### src/rtl/xmint_prefetch_buffer_if.sv
// rtl/xmint_prefetch_buffer_if.sv - instruction bus and decode-side stream bundle for the prefetch buffer
interface xmint_prefetch_buffer_if;
  logic        instr_req_o;
  logic        instr_gnt_i;
  logic [31:0] instr_addr_o;
  logic        instr_rvalid_i;
  logic [31:0] instr_rdata_i;
  logic        instr_err_i;
  logic        out_valid_o;
  logic        out_ready_i;
  logic [31:0] out_rdata_o;
  logic [31:0] out_addr_o;
  logic        out_err_o;

  modport master (
    output instr_req_o, instr_addr_o,
    input  instr_gnt_i, instr_rvalid_i, instr_rdata_i, instr_err_i,
    output out_valid_o, out_rdata_o, out_addr_o, out_err_o,
    input  out_ready_i
  );

  modport slave (
    input  instr_req_o, instr_addr_o,
    output instr_gnt_i, instr_rvalid_i, instr_rdata_i, instr_err_i,
    input  out_valid_o, out_rdata_o, out_addr_o, out_err_o,
    output out_ready_i
  );
endinterface

### src/rtl/xmint_prefetch_buffer.sv
// rtl/xmint_prefetch_buffer.sv - sequential instruction prefetch with response FIFO and branch discard
// Optional XMINT_PREFETCH_PERF_EN adds the saturating stall_cnt_o counter.
module xmint_prefetch_buffer #(
  parameter int DEPTH           = 4,
  parameter int MAX_OUTSTANDING = 2
) (
  input  logic        clk_i,
  input  logic        rst_i,
  input  logic        fetch_en_i,
  input  logic [31:0] boot_addr_i,
  input  logic        branch_i,
  input  logic [31:0] branch_addr_i,
  xmint_prefetch_buffer_if.master bus,
  output logic        busy_o
`ifdef XMINT_PREFETCH_PERF_EN
  ,
  output logic [31:0] stall_cnt_o
`endif
);

  localparam int OW = $clog2(MAX_OUTSTANDING + 1);
  localparam int CW = $clog2(DEPTH) + 1;
  localparam int PW = $clog2(DEPTH);
  localparam logic [OW-1:0] MAX_O   = OW'(MAX_OUTSTANDING);
  localparam logic [CW:0]   DEPTH_S = (CW+1)'(DEPTH);

  logic          req_q, req_d;
  logic [31:0]   addr_q, addr_d;
  logic [31:0]   fetch_q, fetch_d;
  logic [31:0]   rsp_pc_q, rsp_pc_d;
  logic [OW-1:0] outst_q, outst_d;
  logic [OW-1:0] discard_q, discard_d;
  logic          stale_q, stale_d;
  logic          halt_q, halt_d;
  logic [CW-1:0] count_q, count_d;
  logic [PW-1:0] wr_ptr_q, wr_ptr_d, rd_ptr_q, rd_ptr_d;

  logic [31:0] mem_data [DEPTH];
  logic [31:0] mem_pc   [DEPTH];
  logic        mem_err  [DEPTH];

  logic        gnt_fire, pending, drop, push, pop, out_valid, issue;
  logic [31:0] target;
  logic        unused_addr_bits;

  assign target           = {branch_addr_i[31:2], 2'b00};
  assign unused_addr_bits = ^{boot_addr_i[1:0], branch_addr_i[1:0]};
  assign out_valid        = (count_q != '0);

  always_comb begin
    gnt_fire  = req_q & bus.instr_gnt_i;
    pending   = req_q & ~bus.instr_gnt_i;
    drop      = bus.instr_rvalid_i & (discard_q != '0);
    push      = bus.instr_rvalid_i & ~drop & ~branch_i;
    pop       = out_valid & bus.out_ready_i & ~branch_i;

    outst_d = outst_q;
    if (gnt_fire && !bus.instr_rvalid_i)      outst_d = outst_q + OW'(1);
    else if (!gnt_fire && bus.instr_rvalid_i) outst_d = outst_q - OW'(1);

    // A request left pending across a branch is stale: its grant adds to discard
    // and must not advance the fetch address past the new target.
    discard_d = discard_q;
    if (branch_i)                            discard_d = outst_d;
    else if (drop && !(gnt_fire && stale_q)) discard_d = discard_q - OW'(1);
    else if (!drop && gnt_fire && stale_q)   discard_d = discard_q + OW'(1);

    stale_d = stale_q;
    if (branch_i && pending) stale_d = 1'b1;
    else if (gnt_fire)       stale_d = 1'b0;

    count_d = count_q;
    if (branch_i)         count_d = '0;
    else if (push && !pop) count_d = count_q + CW'(1);
    else if (!push && pop) count_d = count_q - CW'(1);

    wr_ptr_d = branch_i ? '0 : (push ? wr_ptr_q + PW'(1) : wr_ptr_q);
    rd_ptr_d = branch_i ? '0 : (pop  ? rd_ptr_q + PW'(1) : rd_ptr_q);

    halt_d   = branch_i ? 1'b0 : (halt_q | (push & bus.instr_err_i));
    fetch_d  = branch_i ? target
             : ((gnt_fire && !stale_q) ? fetch_q + 32'd4 : fetch_q);
    rsp_pc_d = branch_i ? target : (push ? rsp_pc_q + 32'd4 : rsp_pc_q);

    // Room is reserved for every in-flight beat, so the FIFO cannot overflow.
    issue = fetch_en_i & ~halt_d & (outst_d < MAX_O)
          & (({{(CW+1-OW){1'b0}}, outst_d} + {1'b0, count_d}) < DEPTH_S);

    req_d  = pending ? 1'b1   : issue;
    addr_d = pending ? addr_q : fetch_d;
  end

  always_ff @(posedge clk_i) begin
    if (rst_i) begin
      req_q     <= 1'b0;
      addr_q    <= {boot_addr_i[31:2], 2'b00};
      fetch_q   <= {boot_addr_i[31:2], 2'b00};
      rsp_pc_q  <= {boot_addr_i[31:2], 2'b00};
      outst_q   <= '0;
      discard_q <= '0;
      stale_q   <= 1'b0;
      halt_q    <= 1'b0;
      count_q   <= '0;
      wr_ptr_q  <= '0;
      rd_ptr_q  <= '0;
    end else begin
      req_q     <= req_d;
      addr_q    <= addr_d;
      fetch_q   <= fetch_d;
      rsp_pc_q  <= rsp_pc_d;
      outst_q   <= outst_d;
      discard_q <= discard_d;
      stale_q   <= stale_d;
      halt_q    <= halt_d;
      count_q   <= count_d;
      wr_ptr_q  <= wr_ptr_d;
      rd_ptr_q  <= rd_ptr_d;
    end
  end

  always_ff @(posedge clk_i) begin
    if (push) begin
      mem_data[wr_ptr_q] <= bus.instr_rdata_i;
      mem_pc[wr_ptr_q]   <= rsp_pc_q;
      mem_err[wr_ptr_q]  <= bus.instr_err_i;
    end
  end

  assign bus.instr_req_o  = req_q;
  assign bus.instr_addr_o = addr_q;
  assign bus.out_valid_o  = out_valid;
  assign bus.out_rdata_o  = mem_data[rd_ptr_q];
  assign bus.out_addr_o   = mem_pc[rd_ptr_q];
  assign bus.out_err_o    = out_valid & mem_err[rd_ptr_q];
  assign busy_o           = req_q | (outst_q != '0);

`ifdef XMINT_PREFETCH_PERF_EN
  always_ff @(posedge clk_i) begin
    if (rst_i) begin
      stall_cnt_o <= '0;
    end else if (bus.out_ready_i && !out_valid && stall_cnt_o != 32'hFFFF_FFFF) begin
      stall_cnt_o <= stall_cnt_o + 32'd1;
    end
  end
`endif

endmodule

### src/flat_wrapper.sv
// flat-port wrapper written by rule: the top's interface ports become plain ports
module xmint_prefetch_buffer_flat 
#(
  parameter int DEPTH           = 4,
  parameter int MAX_OUTSTANDING = 2
)
  (clk_i, rst_i, fetch_en_i, boot_addr_i, branch_i, branch_addr_i, busy_o, bus_instr_req_o, bus_instr_addr_o, bus_instr_gnt_i, bus_instr_rvalid_i, bus_instr_rdata_i, bus_instr_err_i, bus_out_valid_o, bus_out_rdata_o, bus_out_addr_o, bus_out_err_o, bus_out_ready_i);
  xmint_prefetch_buffer_if bus_i ();
  input  logic clk_i;
  input  logic rst_i;
  input  logic fetch_en_i;
  input  logic [31:0] boot_addr_i;
  input  logic branch_i;
  input  logic [31:0] branch_addr_i;
  output logic busy_o;
  output wire logic [$bits(bus_i.instr_req_o)-1:0] bus_instr_req_o;
  output wire logic [$bits(bus_i.instr_addr_o)-1:0] bus_instr_addr_o;
  input wire logic [$bits(bus_i.instr_gnt_i)-1:0] bus_instr_gnt_i;
  input wire logic [$bits(bus_i.instr_rvalid_i)-1:0] bus_instr_rvalid_i;
  input wire logic [$bits(bus_i.instr_rdata_i)-1:0] bus_instr_rdata_i;
  input wire logic [$bits(bus_i.instr_err_i)-1:0] bus_instr_err_i;
  output wire logic [$bits(bus_i.out_valid_o)-1:0] bus_out_valid_o;
  output wire logic [$bits(bus_i.out_rdata_o)-1:0] bus_out_rdata_o;
  output wire logic [$bits(bus_i.out_addr_o)-1:0] bus_out_addr_o;
  output wire logic [$bits(bus_i.out_err_o)-1:0] bus_out_err_o;
  input wire logic [$bits(bus_i.out_ready_i)-1:0] bus_out_ready_i;
  assign bus_instr_req_o = bus_i.instr_req_o;
  assign bus_instr_addr_o = bus_i.instr_addr_o;
  assign bus_i.instr_gnt_i = bus_instr_gnt_i;
  assign bus_i.instr_rvalid_i = bus_instr_rvalid_i;
  assign bus_i.instr_rdata_i = bus_instr_rdata_i;
  assign bus_i.instr_err_i = bus_instr_err_i;
  assign bus_out_valid_o = bus_i.out_valid_o;
  assign bus_out_rdata_o = bus_i.out_rdata_o;
  assign bus_out_addr_o = bus_i.out_addr_o;
  assign bus_out_err_o = bus_i.out_err_o;
  assign bus_i.out_ready_i = bus_out_ready_i;
  xmint_prefetch_buffer #(.DEPTH(DEPTH), .MAX_OUTSTANDING(MAX_OUTSTANDING)) u_core (.clk_i(clk_i), .rst_i(rst_i), .fetch_en_i(fetch_en_i), .boot_addr_i(boot_addr_i), .branch_i(branch_i), .branch_addr_i(branch_addr_i), .bus(bus_i), .busy_o(busy_o));
endmodule
### config.mk
export PLATFORM = sky130hd
export DESIGN_NAME = xmint_prefetch_buffer_flat
export DESIGN_NICKNAME = d
export VERILOG_FILES = /design/src/rtl/xmint_prefetch_buffer_if.sv /design/src/rtl/xmint_prefetch_buffer.sv /design/src/flat_wrapper.sv
export SDC_FILE = /design/constraint.sdc
export NUM_CORES = 1
export LEC_CHECK = 0
export CAP_MARGIN = 20
export CORE_MARGIN = 5
export CORE_UTILIZATION = 44
export CTS_BUF_LIST = sky130_fd_sc_hd__clkbuf_4
export DETAILED_ROUTE_END_ITERATION = 7
export PLACE_DENSITY = 0.66
export SLEW_MARGIN = 20
export SYNTH_ARGS = -nofsm -noshare
export SYNTH_HDL_FRONTEND = slang
export SYNTH_SLANG_ARGS = --single-unit
### constraint.sdc
create_clock -name clk_i -period 6.4 [get_ports clk_i]
set_clock_uncertainty 0.05 [all_clocks]
set_input_delay 1.28 -clock clk_i [delete_from_list [all_inputs] [get_ports clk_i]]
set_output_delay 1.28 -clock clk_i [all_outputs]
set_load 0.02 [all_outputs]
==> flow_metrics.tcl <==
set metrics [dict create \
    drive_gt1_share_pct 18.3 \
    r2r-start "u_core.bus.instr_req_o" \
    cts_tree "done" \
    clockBufferDepth 3 \
    worstPathRequired_ns 5.07 \
    comb_power_share_pct 11.0 \
    synth-edff-count 312 \
    path_buf_inv 2 \
    tns_ns 0 \
    min_delay_path_depth 2 \
    seqPwrFrac_pct 52.8 \
    period_needed_ns 4.39 \
    cp_num_cells 3 \
    drv_cap 0 \
    sw_frac_of_total_pct 24.2 \
    cts.sinks 362 \
    first_global_vias 9789 \
    drt_pre_antenna_iters 5 \
    die_w_um 196 \
    max-slew-margin-rel_pct 32.4 \
    drt-total-wl_um 34400 \
    ctsResizeCount 0 \
    hp-class "flip-flop to flip-flop" \
    crit_type "flip-flop to output port" \
    critPathSlowestCell "dfxtp_2" \
    ys_ff_latch 362 \
    rows 68 \
    crit_path_end_kind "output port" \
    m1WireLength_um 15100 \
    p_int_w 0.00403 \
    vias_per_cell 5.35 \
    ant_nets 0 \
    dpl_cell_area_mm2 0.0176 \
    wl_per_cell_um 19.3 \
    track_usage_pct 17.7 \
    r2r_end "u_core.bus.instr_addr_o[25]" \
    fin_util_pct 55.0 \
    synthCells 998 \
    cts-buffers-inserted 91 \
    drc_errors 0 \
    vdd_drop_max_mv 0.152 \
    io_pins 204 \
    synth_area_mm2 0.0152 \
    max_freq_mhz 228 \
    cts-root-buf "clkbuf_4" \
    cts_setup_buffers 0 \
    core_area_mm2 0.0343 \
    ff2ff_setup_slack_ns 3.58 \
    power.leakage_nw 6.33 \
    wl_met2_um 15900 \
    hold_viol 0 \
    critPathMaxFanout 40 \
    h-tree-depth 3 \
    wl_met3_um 2770 \
    holdPathEnd "u_core.fetch_q[0]" \
    grt_antenna_before_repair 2 \
    hpwlAfterDp_um 21800 \
    ys_seq_area_share_pct 68.2 \
    synth_flop_cell "edfxtp_1" \
    power.density_mw_per_mm2 282 \
    gp_congestion 0.844 \
    cp-start-kind "flip-flop" \
    final_cells 1783 \
    synth_cell_types 63 \
    die_y_um 196 \
    yosys_warnings 0 \
    cts_hold_buffers 0 \
    syn_to_final_growth_pct 24.0 \
    total_power_w 0.00531 \
    outcome "finished, final reports clean" \
    grt_pass1_wl_um 53600 \
    cp.arrival_ns 3.06 \
    worst_pin_slew_ns 1.01 \
    drt_iter0_drc 590 \
    dieArea_mm2 0.0383 \
    postLayoutCellArea_mm2 0.0188 \
    port_buffers 197 \
    slew_violations 0 \
    switchingPower_w 0.00128 \
    async_flop_share_pct 0 \
    clkPwrFrac_pct 36.2 \
    hold_start "u_core.fetch_q[0]" \
    path_clk_slew_ns 0.06 \
    finalNetCount 1371 \
    clk_latency_ns 0.68 \
    r2r_cells 5 \
    vias 9533 \
    crit_family "buffers and inverters" \
    cp_cell_sequence "buf_4 > mux4_2 > clkdlybuf4s50_1" \
    rsz0062_at_grt "no" \
    finalSetupViolations 0 \
    initial_core_util_pct 44.3 \
    fillCellCount 2819 \
    grt-ovfl-total 0 \
    syn_avg_cell_area_um2 15.2 \
    dr.max_layer_used "met4" \
    placed_cells 1617 \
    grt_max_degree 64 \
    fin_crit_sh_pct 68.6 \
    cp_slowest_stage_delay_ns 0.74 \
]
-- cell type report --
cell class	instances	area [um^2]	share of cell area, %
sequential	362	10400	55.1
tap	455	569	3.02
multi-input combinational	576	4590	24.4
timing repair buffer	209	2060	11.0
clock inverter	21	109	0.578
inverter	16	60.1	0.319
antenna	2	5.00	0.0266
clock buffer	142	1070	5.66
-- power by group through the flow --
stage	logic (W)	clock network, W	registers [W]
floorplan	0.000293	0	0.00285
global placement	0.000583	0	0.00285
detailed placement	0.000588	0	0.00285
CTS	0.000591	0.00199	0.00280
global route	0.000638	0.00214	0.00282
finish	0.000587	0.00192	0.00280
-- per-layer routing --
metal | track usage [%] | vias to the layer above
met5 | 0 | -
met2 | 27.9 | 376
met1 | 24.0 | 4596
met3 | 5.05 | 48
met4 | 5.72 | 0
li1 | - | 4513
-- metrics by stage --
step | hold WS (ns) | setup WS (ns)
finish | 0.387 | 2.01
CTS | 0.387 | 1.60
floorplan | 0.355 | 2.34
detailed placement | 0.372 | 2.21
global placement | 0.367 | 2.21
global route | 0.432 | 1.75
-- synthesized netlist by cell type (all sizes together), types with 7 or more instances --
master / number / area [um^2]
a21oi: 45 / 225
a22oi: 9 / 67.6
and2: 17 / 106
and3: 8 / 50.1
and4: 7 / 61.3
buf: 11 / 60.1
clkbuf: 34 / 128
dfxtp: 50 / 1000
edfxtp: 312 / 9370
ha: 11 / 138
inv: 15 / 56.3
mux2i: 8 / 80.1
mux4: 63 / 1420
nand2: 81 / 304
nand2b: 16 / 100
nand3: 23 / 115
nand4: 23 / 159
nor2: 45 / 169
nor3: 14 / 70.1
nor4: 19 / 125
o21ai: 49 / 245
o31ai: 17 / 128
xnor2: 19 / 166
xor2: 26 / 228
-- state kept, by name, indices dropped and copies added, names as in the netlist, named ones only --
| signal | flops |
|---|---|
| u_core.bus.instr_addr_o | 32 |
| u_core.mem_data | 128 |
| u_core.mem_err | 4 |
| u_core.outst_q | 2 |
| u_core.rd_ptr_q | 2 |
| u_core.wr_ptr_q | 2 |
| u_core.discard_q | 2 |
| u_core.stale_q | 1 |
| u_core.count_q | 3 |
| u_core.bus.instr_req_o | 1 |
| u_core.mem_pc | 120 |
| u_core.fetch_q | 32 |
| u_core.halt_q | 1 |
| u_core.rsp_pc_q | 30 |
-- how the worst max path moves through the flow --
stage	from	end
6_report	flip-flop	bus_out_addr_o[20]
5_1_grt	flip-flop	bus_out_addr_o[18]
2_1_floorplan	bus_instr_rvalid_i	u_core.mem_data[0][0]
3_3_place_gp	bus_instr_gnt_i	u_core.bus.instr_addr_o[25]
3_5_place_dp	bus_instr_rvalid_i	u_core.bus.instr_req_o
4_1_cts	flip-flop	bus_out_rdata_o[15]
-- cells in the final DEF, fill, tap and decap left out, types with 19 or more instances in the layout --
| cell type | Yosys | final |
|---|---|---|
| nand3_1 | 23 | 23 |
| xor2_1 | 26 | 26 |
| xnor2_1 | 19 | 19 |
| clkbuf_4 | 0 | 142 |
| mux4_2 | 63 | 63 |
| o21ai_0 | 48 | 48 |
| edfxtp_1 | 312 | 312 |
| a21oi_1 | 45 | 45 |
| dfxtp_1 | 50 | 48 |
| nor2_1 | 45 | 44 |
| nand2_1 | 81 | 81 |
| nand4_1 | 22 | 22 |
| clkdlybuf4s50_1 | 0 | 195 |
-- cells by family (layout without fill, tap and decap cells) --
kind of cell	after synthesis	in the layout	synth area share, %
simple gates	276	276	9.56
flops	362	362	68.2
mux	73	73	10.0
buf+inv	61	388	1.63
compound gates	168	168	6.88
other cells	1	4	0.0247
fa+ha+maj	11	11	0.906
xor+xnor	46	46	2.74
-- worst register-to-register path, cell delays in order (launching register included) --
cell and delay [ns]:
dfxtp_1 0.57, nand3b_4 0.20, or4_4 0.70, or4_4 0.59, nand4_1 0.10, or3b_1 0.35
Power figures use the tool's default switching activity.
==> patch 1 (config.mk and constraints unchanged) <==
Put a register stage on the output `bus.out_err_o`, without a reset. The value now appears one clock later.
--- a/src/rtl/xmint_prefetch_buffer.sv
+++ b/src/rtl/xmint_prefetch_buffer.sv
@@ -131,7 +131,9 @@
   assign bus.out_valid_o  = out_valid;
   assign bus.out_rdata_o  = mem_data[rd_ptr_q];
   assign bus.out_addr_o   = mem_pc[rd_ptr_q];
-  assign bus.out_err_o    = out_valid & mem_err[rd_ptr_q];
+  always_ff @(posedge clk_i) begin
+    bus.out_err_o <= out_valid & mem_err[rd_ptr_q];
+  end
   assign busy_o           = req_q | (outst_q != '0);
 
 `ifdef XMINT_PREFETCH_PERF_EN
Function: changed (a bounded check fails within 4 cycles, from zero or initial values and one cycle with rst_i high).
==> patch 1 against the unedited design <==
  * Non-clock buffer count up 8
  * Sequential cell count up 1
  * Sequential power about the same
  * Highest routed layer unchanged
  * Total power up 0.49%
  * Register-to-register slack better by 20 ps
  * Design area up 0.35%
  * Wire length up 2.4%
  * Critical path depth unchanged
  * Worst setup slack worse by 91 ps
  * Die area up 0.13%
  * Synthesized area up 0.13%
==> patch 1: results <==
{
  "pwr-share-clk_pct": 36.3,
  "wl_um": 35200,
  "synthDominantCellAreaShare_pct": 61.6,
  "gp_congestion": 0.831,
  "clk_latency_ps": 740,
  "grt_max_degree": 59,
  "outcome": "complete, no violations",
  "comb_power_mw": 0.592,
  "cts_buffers": 92,
  "p_leak_nw": 6.37,
  "ir_drop_v": 0.000251,
  "vias_per_cell": 5.36,
  "drive_gt1_share_pct": 18.1,
  "cp_max_fo": 25,
  "num_vias": 9620,
  "drt_first_pass_iters": 6,
  "yosysSeqAreaShare_pct": 68.3,
  "placed_area_um2": 17700,
  "synthTopCellsByArea": "edfxtp_1, mux4_2, dfxtp_1",
  "place_ws_ps": 2170,
  "dp.cells": 1627,
  "n_fill_cell": 2830,
  "worstPathArrival_ps": 3150,
  "tightest_slew_ps": 1050,
  "power.internal_mw": 4.01,
  "drtIter0Drc": 583
}
==> patch 1: cell count changes after synthesis, sizes merged <==
cell	change
dfxtp	+1
==> patch 1: path summary, 6_finish.rpt <==
path,from,end,slack [ps]
max,flop,bus_out_addr_o[12],1920
min,u_core.fetch_q[0],u_core.fetch_q[0],400
max reg2reg,u_core.bus.instr_req_o,u_core.bus.instr_addr_o[25],3600
min reg2reg,u_core.fetch_q[0],u_core.fetch_q[0],400
==> patch 1: critical path: stages (launching register included) <==
cell             delay [ps]
dfxtp_4                 700
buf_4                   520
mux4_2                  560
clkdlybuf4s50_1         610
==> patch 1: logic make-up after synthesis <==
group | count (synthesis) | share of synthesized area (%)
AOI/OAI and AO/OA | 168 | 6.87
xor gates and xnor gates | 46 | 2.74
adders and majority gates | 11 | 0.905
buffers and inverters | 61 | 1.63
DFF | 363 | 68.3
muxes | 73 | 10.0
other | 1 | 0.0246
and+or+nand+nor | 276 | 9.55
==> patch 1: area by class of cell <==
class                           instances  area, um^2  area share [%]
Antenna cell                            1        2.50          0.0132
Clock buffer                          131         983            5.20
Clock inverter                         36         196            1.04
Inverter                               16        60.1           0.318
Multi-Input combinational cell        576        4590            24.3
Sequential cell                       363       10400            55.0
Tap cell                              455         569            3.01
Timing Repair Buffer                  217        2110            11.2
==> patch 1: metal layers <==
| metal | track usage, % | vias to the layer above | share of wire (%) |
|---|---|---|---|
| met4 | 6.18 | 0 | 1.9 |
| met5 | 0 | - | 0 |
| li1 | - | 4541 | - |
| met1 | 24.6 | 4677 | 44 |
| met2 | 28.3 | 347 | 46 |
| met3 | 5.26 | 55 | 7.8 |
==> patch 2 (config.mk and constraints unchanged) <==
Without the edit above. `MAX_OUTSTANDING` is set to 2 in 2 places; all go to 8.
--- a/src/rtl/xmint_prefetch_buffer.sv
+++ b/src/rtl/xmint_prefetch_buffer.sv
@@ -2,7 +2,7 @@
 // Optional XMINT_PREFETCH_PERF_EN adds the saturating stall_cnt_o counter.
 module xmint_prefetch_buffer #(
   parameter int DEPTH           = 4,
-  parameter int MAX_OUTSTANDING = 2
+  parameter int MAX_OUTSTANDING = 8
 ) (
   input  logic        clk_i,
   input  logic        rst_i,
--- a/src/flat_wrapper.sv
+++ b/src/flat_wrapper.sv
@@ -2,7 +2,7 @@
 module xmint_prefetch_buffer_flat 
 #(
   parameter int DEPTH           = 4,
-  parameter int MAX_OUTSTANDING = 2
+  parameter int MAX_OUTSTANDING = 8
 )
   (clk_i, rst_i, fetch_en_i, boot_addr_i, branch_i, branch_addr_i, busy_o, bus_instr_req_o, bus_instr_addr_o, bus_instr_gnt_i, bus_instr_rvalid_i, bus_instr_rdata_i, bus_instr_err_i, bus_out_valid_o, bus_out_rdata_o, bus_out_addr_o, bus_out_err_o, bus_out_ready_i);
   xmint_prefetch_buffer_if bus_i ();
Check against the original RTL: not equivalent (Yosys sat finds a counterexample within 4 cycles, from zero or initial values and one cycle with rst_i high).
==> patch 2 against the unedited design <==
  * Design area is 0.87% higher
  * First-iteration DRC count grew 23%
  * Worst setup slack got worse by 88 ps
  * Non-clock buffer count is 1 higher
  * Total power up 4.8%
  * Die area increased by 1.6%
  * Wire length grew 9.7%
  * Synthesized area increased by 1.7%
  * Sequential cell count up 4
  * Critical path type unchanged
  * Largest cell class unchanged
==> patch 2: results <==
{
  "outcome": "complete, no violations",
  "cts_resized": 0,
  "routedWlPerCell_um": 20.9,
  "num_vias": 9833,
  "largestRegisters": "u_core.mem_data x128, u_core.mem_pc x120",
  "hold_start": "u_core.fetch_q[0]",
  "num-nets-final": 1399,
  "synth.distinct_cells": 63,
  "dp.cells": 1638,
  "stdcell_count": 1799,
  "synthTopCellsByArea": "edfxtp_1, mux4_2, dfxtp_1",
  "cp-start-kind": "flop",
  "synthArstFlopShare_pct": 0,
  "gp_congestion": 0.882,
  "clk_latency_ps": 720,
  "timing.rr.start": "u_core.discard_q[0]",
  "cp_max_fo": 26,
  "tightest_slew_ps": 1050,
  "hold_class": "flop to flop",
  "drt_first_pass_iters": 5,
  "cpPeakStageDelay_ps": 700,
  "swShare_pct": 26.2,
  "p_leak_nw": 6.43,
  "antenna_found_initial": 3,
  "drive_gt1_share_pct": 17.5,
  "yosysWarnings": 0,
  "postCtsHoldBufs": 0,
  "dp_hpwl_um": 23900,
  "grt_pass1_wl_um": 57300,
  "clk_pin_slew_ps": 60,
  "io_buffers": 197,
  "syn_avg_cell_area_um2": 15.1,
  "cts_buffers": 93,
  "grt_use_total_pct": 19.2,
  "grt_pass1_vias": 10100,
  "synth_edf_count": 312,
  "ir_drop_v": 0.000125,
  "cts_buffer_depth": 3,
  "worstPathArrival_ps": 3150,
  "n_fill_cell": 2848,
  "drtIter0Drc": 725,
  "cts_setup_buffers": 0,
  "yosysSeqAreaShare_pct": 67.6,
  "cp_slowest_cell": "dfxtp_4",
  "grt_max_degree": 71,
  "clockRootBuffer": "clkbuf_4",
  "ys_top_cells_by_count": "edfxtp_1, nand2_1, mux4_2, dfxtp_1, o21ai_0",
  "htree_levels": 3,
  "crit_family": "buffers and inverters"
}
## patch 2: power groups by stage
stage / Clock [mW] / Combinational [mW] / Sequential (mW)
3_3_place_gp: 0 / 0.773 / 2.95
6_report: 1.89 / 0.774 / 2.91
2_1_floorplan: 0 / 0.413 / 2.94
4_1_cts: 1.95 / 0.783 / 2.91
5_1_grt: 2.09 / 0.841 / 2.92
3_5_place_dp: 0 / 0.777 / 2.96
## patch 2: worst reg2reg max path: stages (launching register included)
cell,delay (ps)
dfxtp_1,360
nor4_1,490
and2_1,430
and3_4,250
buf_4,740
## patch 2: final timing paths
| path | end | slack, ps | cells after the start |
|---|---|---|---|
| worst max-delay path | bus_out_addr_o[13] | 1920 | 3 |
| worst min-delay path | u_core.fetch_q[0] | 390 | 2 |
| worst max register to register | u_core.mem_pc[2][27] | 3590 | 4 |
| worst min register to register | u_core.fetch_q[0] | 390 | 2 |
## patch 2: final cells by class
class                      instances  area (um^2)  area share (%)
antenna                            1         2.50          0.0132
clock buffer                     131          983            5.17
clock inverter                    29          140           0.737
inverter                          23         86.3           0.454
tap                              455          569            3.00
timing repair buffer             210         2060            10.8
multi-input combinational        584         4710            24.8
sequential                       366        10500            55.0
## patch 2: metrics by stage
stage	total power, mW	cell area (um^2)	worst slack [ps]
after floorplan	3.36	15500	2710
after global placement	3.72	17900	2340
after detailed placement	3.73	17900	2320
after CTS	5.64	19000	1750
after global routing	5.85	19000	1650
final	5.57	19000	1920
## patch 2: layer usage
layer  track usage [%]  share of wire [%]  vias to the layer above
li1                  -                  -                     4549
met1              25.4                 42                     4865
met2              31.0                 48                      369
met3              5.42                8.1                       46
met4              5.91                1.6                        4
met5                 0               0.11                        -
## patch 2: cell families after synthesis
group                    share of synthesized area [%]
multiplexers                                      9.84
other                                           0.0243
adder cells (fa/ha/maj)                           1.56
flip-flops                                        67.6
AND/OR/NAND/NOR                                   8.65
buffers and inverters                             2.06
AO/OA/AOI/OAI                                     6.80
XOR/XNOR                                          3.43
